[src/rtl/ebr_fifo_pkg.sv]
// Shared constants and geometry helpers for FIFOs built on one 4 Kbit iCE40UP EBR.
package ebr_fifo_pkg;

    localparam int EBR_BITS = 4096;
    localparam int RAM_AW   = 11;
    localparam int RAM_DW   = 16;

    function automatic int ebr_depth(input int width);
        return EBR_BITS / width;
    endfunction

    function automatic int ebr_aw(input int width);
        return $clog2(EBR_BITS / width);
    endfunction

endpackage

[src/rtl/ebr_fifo_outbuf.sv]
// Two-entry skid FIFO that catches EBR read returns; push lands at the edge, head visible next cycle.
// Never sees a push while full: the issue logic keeps occupancy plus in-flight reads at two or less.
module ebr_fifo_outbuf #(
    parameter int DATA_WIDTH = 16
) (
    input  logic                  clk,
    input  logic                  resetn,
    input  logic                  flush,
    input  logic                  push,
    input  logic [DATA_WIDTH-1:0] push_data,
    input  logic                  pop,
    output logic [DATA_WIDTH-1:0] head_data,
    output logic [1:0]            ob_cnt
);

    logic [DATA_WIDTH-1:0] head_q, head_d;
    logic [DATA_WIDTH-1:0] tail_q, tail_d;
    logic [1:0]            cnt_q, cnt_d;

    always_comb begin
        head_d = head_q;
        tail_d = tail_q;
        cnt_d  = cnt_q;
        case ({push, pop})
            2'b10: begin
                if (cnt_q == 2'd0) head_d = push_data;
                else               tail_d = push_data;
                cnt_d = cnt_q + 2'd1;
            end
            2'b01: begin
                head_d = tail_q;
                cnt_d  = cnt_q - 2'd1;
            end
            2'b11: begin
                // Count unchanged; the new word lands behind whatever survives the pop.
                if (cnt_q == 2'd1) begin
                    head_d = push_data;
                end else begin
                    head_d = tail_q;
                    tail_d = push_data;
                end
            end
            default: ;
        endcase
        if (flush) cnt_d = 2'd0;
    end

    always_ff @(posedge clk) begin
        if (!resetn) begin
            head_q <= '0;
            tail_q <= '0;
            cnt_q  <= 2'd0;
        end else begin
            head_q <= head_d;
            tail_q <= tail_d;
            cnt_q  <= cnt_d;
        end
    end

    assign head_data = head_q;
    assign ob_cnt    = cnt_q;

endmodule

[src/rtl/ebr_fifo_ctrl.sv]
// Valid/ready FIFO around one RAM40_4K: 3-edge fall-through, 1 word/clk sustained each way.
// wr_ready drops only when the EBR itself is full; rd_data holds while rd_valid && !rd_ready.
module ebr_fifo_ctrl
    import ebr_fifo_pkg::*;
#(
    parameter  int DATA_WIDTH = 16,
    localparam int ADDR_WIDTH = ebr_aw(DATA_WIDTH),
    localparam int DEPTH      = ebr_depth(DATA_WIDTH)
) (
    input  logic                  clk,
    input  logic                  resetn,
    input  logic                  flush,
    input  logic                  wr_valid,
    output logic                  wr_ready,
    input  logic [DATA_WIDTH-1:0] wr_data,
    output logic                  rd_valid,
    input  logic                  rd_ready,
    output logic [DATA_WIDTH-1:0] rd_data,
    output logic [ADDR_WIDTH+1:0] level,
    output logic                  ram_we,
    output logic [10:0]           ram_waddr,
    output logic [15:0]           ram_wdata,
    output logic [15:0]           ram_mask,
    output logic                  ram_re,
    output logic [10:0]           ram_raddr,
    input  logic [15:0]           ram_rdata
);

    localparam int CNT_W = ADDR_WIDTH + 1;
    localparam int LVL_W = ADDR_WIDTH + 2;
    localparam logic [CNT_W-1:0] DEPTH_C = CNT_W'(DEPTH);

    logic [ADDR_WIDTH-1:0] wptr_q, wptr_d;
    logic [ADDR_WIDTH-1:0] rptr_q, rptr_d;
    logic [CNT_W-1:0]      ram_cnt_q, ram_cnt_d;
    logic                  inflight_q, inflight_d;
    logic [1:0]            ob_cnt;
    logic                  wr_fire, rd_issue, pop;
    logic                  rdata_unused;

    assign rdata_unused = ^ram_rdata;

    always_comb begin
        wr_ready = resetn && (ram_cnt_q != DEPTH_C);
        wr_fire  = wr_valid && wr_ready;
        rd_valid = (ob_cnt != 2'd0);
        pop      = rd_valid && rd_ready;
        // Written as a sum comparison so the subtraction of pop cannot underflow.
        rd_issue = resetn && (ram_cnt_q != '0) &&
                   (({1'b0, ob_cnt} + {2'b0, inflight_q}) < (3'd2 + {2'b0, pop}));

        ram_we    = wr_fire;
        ram_re    = rd_issue;
        ram_mask  = 16'h0000;
        ram_waddr = '0;
        ram_waddr[ADDR_WIDTH-1:0] = wptr_q;
        ram_raddr = '0;
        ram_raddr[ADDR_WIDTH-1:0] = rptr_q;
        ram_wdata = '0;
        ram_wdata[DATA_WIDTH-1:0] = wr_data;

        level = LVL_W'(ram_cnt_q) + LVL_W'(inflight_q) + LVL_W'(ob_cnt);
    end

    always_comb begin
        wptr_d     = wr_fire  ? wptr_q + ADDR_WIDTH'(1) : wptr_q;
        rptr_d     = rd_issue ? rptr_q + ADDR_WIDTH'(1) : rptr_q;
        inflight_d = rd_issue;
        case ({wr_fire, rd_issue})
            2'b10:   ram_cnt_d = ram_cnt_q + CNT_W'(1);
            2'b01:   ram_cnt_d = ram_cnt_q - CNT_W'(1);
            default: ram_cnt_d = ram_cnt_q;
        endcase
        if (flush) begin
            wptr_d     = '0;
            rptr_d     = '0;
            ram_cnt_d  = '0;
            inflight_d = 1'b0;
        end
    end

    always_ff @(posedge clk) begin
        if (!resetn) begin
            wptr_q     <= '0;
            rptr_q     <= '0;
            ram_cnt_q  <= '0;
            inflight_q <= 1'b0;
        end else begin
            wptr_q     <= wptr_d;
            rptr_q     <= rptr_d;
            ram_cnt_q  <= ram_cnt_d;
            inflight_q <= inflight_d;
        end
    end

    ebr_fifo_outbuf #(
        .DATA_WIDTH (DATA_WIDTH)
    ) u_outbuf (
        .clk       (clk),
        .resetn    (resetn),
        .flush     (flush),
        .push      (inflight_q),
        .push_data (ram_rdata[DATA_WIDTH-1:0]),
        .pop       (pop),
        .head_data (rd_data),
        .ob_cnt    (ob_cnt)
    );

endmodule

[config.mk]
export PLATFORM = sky130hd
export DESIGN_NAME = ebr_fifo_ctrl
export DESIGN_NICKNAME = d
export VERILOG_FILES = /design/src/rtl/ebr_fifo_pkg.sv /design/src/rtl/ebr_fifo_outbuf.sv /design/src/rtl/ebr_fifo_ctrl.sv
export SDC_FILE = /design/constraint.sdc
export NUM_CORES = 1
export LEC_CHECK = 0
export ABC_AREA = 1
export CAP_MARGIN = 25
export CELL_PAD_IN_SITES_DETAIL_PLACEMENT = 0
export CELL_PAD_IN_SITES_GLOBAL_PLACEMENT = 1
export CORE_MARGIN = 4
export CORE_UTILIZATION = 36
export CTS_BUF_LIST = sky130_fd_sc_hd__clkbuf_8
export DETAILED_ROUTE_END_ITERATION = 16
export PLACE_DENSITY = 0.95
export SLEW_MARGIN = 20
export SYNTH_ARGS = -nofsm -noshare
export SYNTH_HDL_FRONTEND = slang
export SYNTH_SLANG_ARGS = --single-unit
[constraint.sdc]
create_clock -name clk -period 4.15 [get_ports clk]
set_input_delay 0.83 -clock clk [delete_from_list [all_inputs] [get_ports clk]]
set_output_delay 0.83 -clock clk [all_outputs]
set_load 0.05 [all_outputs]
==> results of run 1 <==
==> flip-flops by register name (all words and copies together) (netlist names) <==
register and flops:
rptr_q 8, u_outbuf.tail_q 16, u_outbuf.head_data 16, wptr_q 8, ram_cnt_q 9, inflight_q 1
u_outbuf.ob_cnt 2
==> Yosys cell counts (5+ instances only) <==
master / number
sky130_fd_sc_hd__xnor2_1: 5
sky130_fd_sc_hd__inv_1: 65
sky130_fd_sc_hd__nand3_1: 32
sky130_fd_sc_hd__clkbuf_1: 10
sky130_fd_sc_hd__xor2_1: 13
sky130_fd_sc_hd__buf_2: 6
sky130_fd_sc_hd__nand2_1: 82
sky130_fd_sc_hd__nor2_1: 68
sky130_fd_sc_hd__ha_1: 18
sky130_fd_sc_hd__buf_4: 39
sky130_fd_sc_hd__dfxtp_1: 60
sky130_fd_sc_hd__o21ai_0: 61
sky130_fd_sc_hd__a21oi_1: 21
sky130_fd_sc_hd__o211ai_1: 16
sky130_fd_sc_hd__nand4_1: 10
==> cell type report <==
class	instances	area, µm²	share of cell area [%]
Tap cell	133	166	3.68
Timing Repair Buffer	69	703	15.6
Multi-Input combinational cell	369	1980	43.8
Sequential cell	60	1200	26.6
Clock inverter	3	45.0	0.996
Inverter	68	260	5.76
Clock buffer	12	165	3.65
==> stage by stage <==
stage / total power [µW] / instance area, µm² / utilization (%)
3_5_place_dp: 1890 / 4310 / 43.3
3_3_place_gp: 1880 / 4300 / 43.2
5_1_grt: 2620 / 4520 / 45.4
2_1_floorplan: 1640 / 3820 / -
4_1_cts: 2470 / 4520 / 45.4
6_report: 2450 / 4520 / 45.4
==> worst min path at each step <==
stage                                         from  slack (ns)                             endpoint  cells past startpoint
3_5_place_dp    u_outbuf.head_data[0]$_SDFFE_PN0P_        0.49   u_outbuf.head_data[0]$_SDFFE_PN0P_                      2
4_1_cts         u_outbuf.head_data[0]$_SDFFE_PN0P_        0.52   u_outbuf.head_data[0]$_SDFFE_PN0P_                      2
6_report       u_outbuf.head_data[15]$_SDFFE_PN0P_        0.51  u_outbuf.head_data[15]$_SDFFE_PN0P_                      2
2_1_floorplan      u_outbuf.tail_q[0]$_SDFFE_PN0P_        0.47      u_outbuf.tail_q[0]$_SDFFE_PN0P_                      2
3_3_place_gp   u_outbuf.head_data[11]$_SDFFE_PN0P_        0.48  u_outbuf.head_data[11]$_SDFFE_PN0P_                      2
5_1_grt        u_outbuf.head_data[13]$_SDFFE_PN0P_        0.54  u_outbuf.head_data[13]$_SDFFE_PN0P_                      2
==> routing by layer <==
metal | wire length [µm] | global-route usage (%) | vias to the layer above
met5 | 0 | 0 | -
met4 | 51 | 3.03 | 0
met3 | 822 | 5.05 | 12
met2 | 4000 | 23.7 | 137
met1 | 4260 | 20.4 | 1543
li1 | - | - | 1743
==> repair_timing <==
| action | 4_1_cts | 5_1_grt |
|---|---|---|
| resized for setup | 0 | 1 |
| setup endpoints to repair | 0 | 1 |
| buffers inserted | 0 | 0 |
| hold buffers | 0 | 0 |
==> logic make-up (layout without fill, tap and decap cells) <==
kind of cell	Yosys count	after routing	synth area share (%)
AO/OA/AOI/OAI	101	101	14.8
XOR/XNOR	18	18	4.22
adder cells (fa/ha/maj)	21	21	7.63
buffers and inverters	126	152	17.3
flip-flops	60	60	32.1
other	1	22	0.100
AND/OR/NAND/NOR	207	207	23.8
==> worst max-delay path, stage by stage (launching register included) <==
cell                              delay, ns
sky130_fd_sc_hd__dfxtp_1               0.44
sky130_fd_sc_hd__inv_1                 0.10
sky130_fd_sc_hd__fa_1                  0.41
sky130_fd_sc_hd__inv_1                 0.09
sky130_fd_sc_hd__fa_1                  0.21
sky130_fd_sc_hd__nand3_1               0.16
sky130_fd_sc_hd__nor3_1                0.29
sky130_fd_sc_hd__xor2_1                0.19
sky130_fd_sc_hd__clkdlybuf4s50_1       0.82
==> power by group through the flow <==
stage,clock [µW],sequential [µW],combinational (µW)
after floorplan,0,884,754
after global placement,0,758,1120
after detailed placement,0,761,1130
after CTS,582,749,1140
after global routing,613,763,1240
final,566,750,1130
==> impl_metrics.ini, run 1 <==
[global_route]
global_route.overflow_total = 0
initial_antenna_violation_count = 0
wire_length_of_the_first_global_routing_pass_um = 14700
gr-usage-all-layers_pct = 15.2
via_count_of_the_first_global_routing_pass = 3137
grt_start_max_net_pins = 42

[worst_setup_path]
endpoint = level[6]
worstSetupPathType = flip-flop to output pin
worstPathMaxFanout = 6
critical_path.endpoint_type = output pin
critPathArrivalTime_ns = 3.02
regToRegStartpoint = u_outbuf.ob_cnt[1]$_SDFFE_PP0P_
startpoint_type = flip-flop
setup.reg_to_reg.worst_slack_ns = 0.94
timing.reg2reg.worst_path_depth = 11
endpoint_required_time_on_the_critical_path_ns = 3.32
timing.critical_path.from = ram_cnt_q[0]$_SDFFE_PP0P_
rr_endpoint = u_outbuf.tail_q[6]$_SDFFE_PN0P_

[timing]
worst_pin_slew_ns = 1.03
finalWorstPathRequiredPeriod_ns = 3.85
worst_slew_margin_pct = 31.2
final.setup.tns_ns = 0
finClkSkew_ns = 0.0114
rsz0062_at_grt = false
timing.final.max_slew_violations = 0
postLayoutSetupSlackWorst_ns = 0.297
timing.hold.ws_ns = 0.508
hold_viol = 0
layout_worst_path_cycle_share_pct = 92.8
setup_violations = 0
clock.fmax_ghz = 0.260

[logic_synthesis]
syn-instance-count = 534
avgSynthCellArea_um2 = 7.00
synth-edff-count = 0
seq_area_frac_synth_pct = 32.1
syn-cell-area_um2 = 3740
synth_async_sr_flop_share_pct = 0
synth-main-ff-cell = sky130_fd_sc_hd__dfxtp_1
ys_top_cells_by_area = sky130_fd_sc_hd__dfxtp_1, sky130_fd_sc_hd__nand2_1, sky130_fd_sc_hd__o21ai_0
synth_warnings = 0
synthDominantCellAreaShare_pct = 32.1
post_synth_num_cell_types = 32
synth_top_area_cell = sky130_fd_sc_hd__dfxtp_1
ys_seq_elements = 60

[drt]
routed_wirelength_um = 9140
vias = 3435
post-route-drc-count = 0
antenna_violating_nets_post_route = 0
number_of_optimization_iterations_in_the_first_detailed_route_pass = 4
drt-initial-drc-count = 182
routedWlPerCell_um = 12.8
routed_via_density = 4.81

[power]
power.ir.vdd_worst_mv = 0.348
power_per_cell_area_nw_per_um2 = 542
clkPwrFrac_pct = 23.1
switching_power_uw = 1080
p_seq_share_pct = 30.6
swShare_pct = 44.2
share_comb_of_total_power_pct = 46.3
p_leak_uw = 0.00208
cell_internal_pwr_uw = 1370

[min_path]
min_path_type = flip-flop to flip-flop

[floorplan]
die_w_um = 110
die_area_um2 = 12100
boundaryPins = 121
initial_core_util_pct = 37.6
placementRows = 36
die_h_um = 110
fp.coreArea_um2 = 9950

[clocking]
clk_root_buffer_cell = sky130_fd_sc_hd__clkbuf_8
cts_made_buffers = 9
worstSkewPairLatency_ns = 0.34
clock-sinks = 60
tritoncts = done
clock_path_buffers = 2
cts-htree-levels = 3
cts.reportedPaths.clkPinSlew_ns = 0.08

[layout]
num_antenna_cells = 0
layout_commonest_cell = sky130_fd_sc_hd__nand2_1
synthToLayoutAreaGrowth_pct = 20.9
nFillCells = 1010
mostFrequentLayoutCells = sky130_fd_sc_hd__nand2_1, sky130_fd_sc_hd__nor2_1, sky130_fd_sc_hd__inv_1
fin_cells = 714
final_nets = 635
layout-drive-gt1-share_pct = 6.02

[placed_design]
dpl.hpwl_um = 6380
place_worst_setup_slack_ns = 0.434
placement.io_buffers = 66
placed_cells_incl_taps = 699
gp_congestion = 0.844

[run]
timing.max_cap.violations = 0

[status]
run_status = completed
Note: power is estimated with default switching activity, not from simulation.
==> run 2, diff against run 1 <==
--- a/config.mk
+++ b/config.mk
@@ -13,6 +13,7 @@
 export CORE_UTILIZATION = 36
 export CTS_BUF_LIST = sky130_fd_sc_hd__clkbuf_8
 export DETAILED_ROUTE_END_ITERATION = 16
+export HOLD_SLACK_MARGIN = 0.1
 export PLACE_DENSITY = 0.95
 export SLEW_MARGIN = 20
 export SYNTH_ARGS = -nofsm -noshare
==> results of run 2 <==
The final DEF is identical to that of run 1; final timing and power are the same.
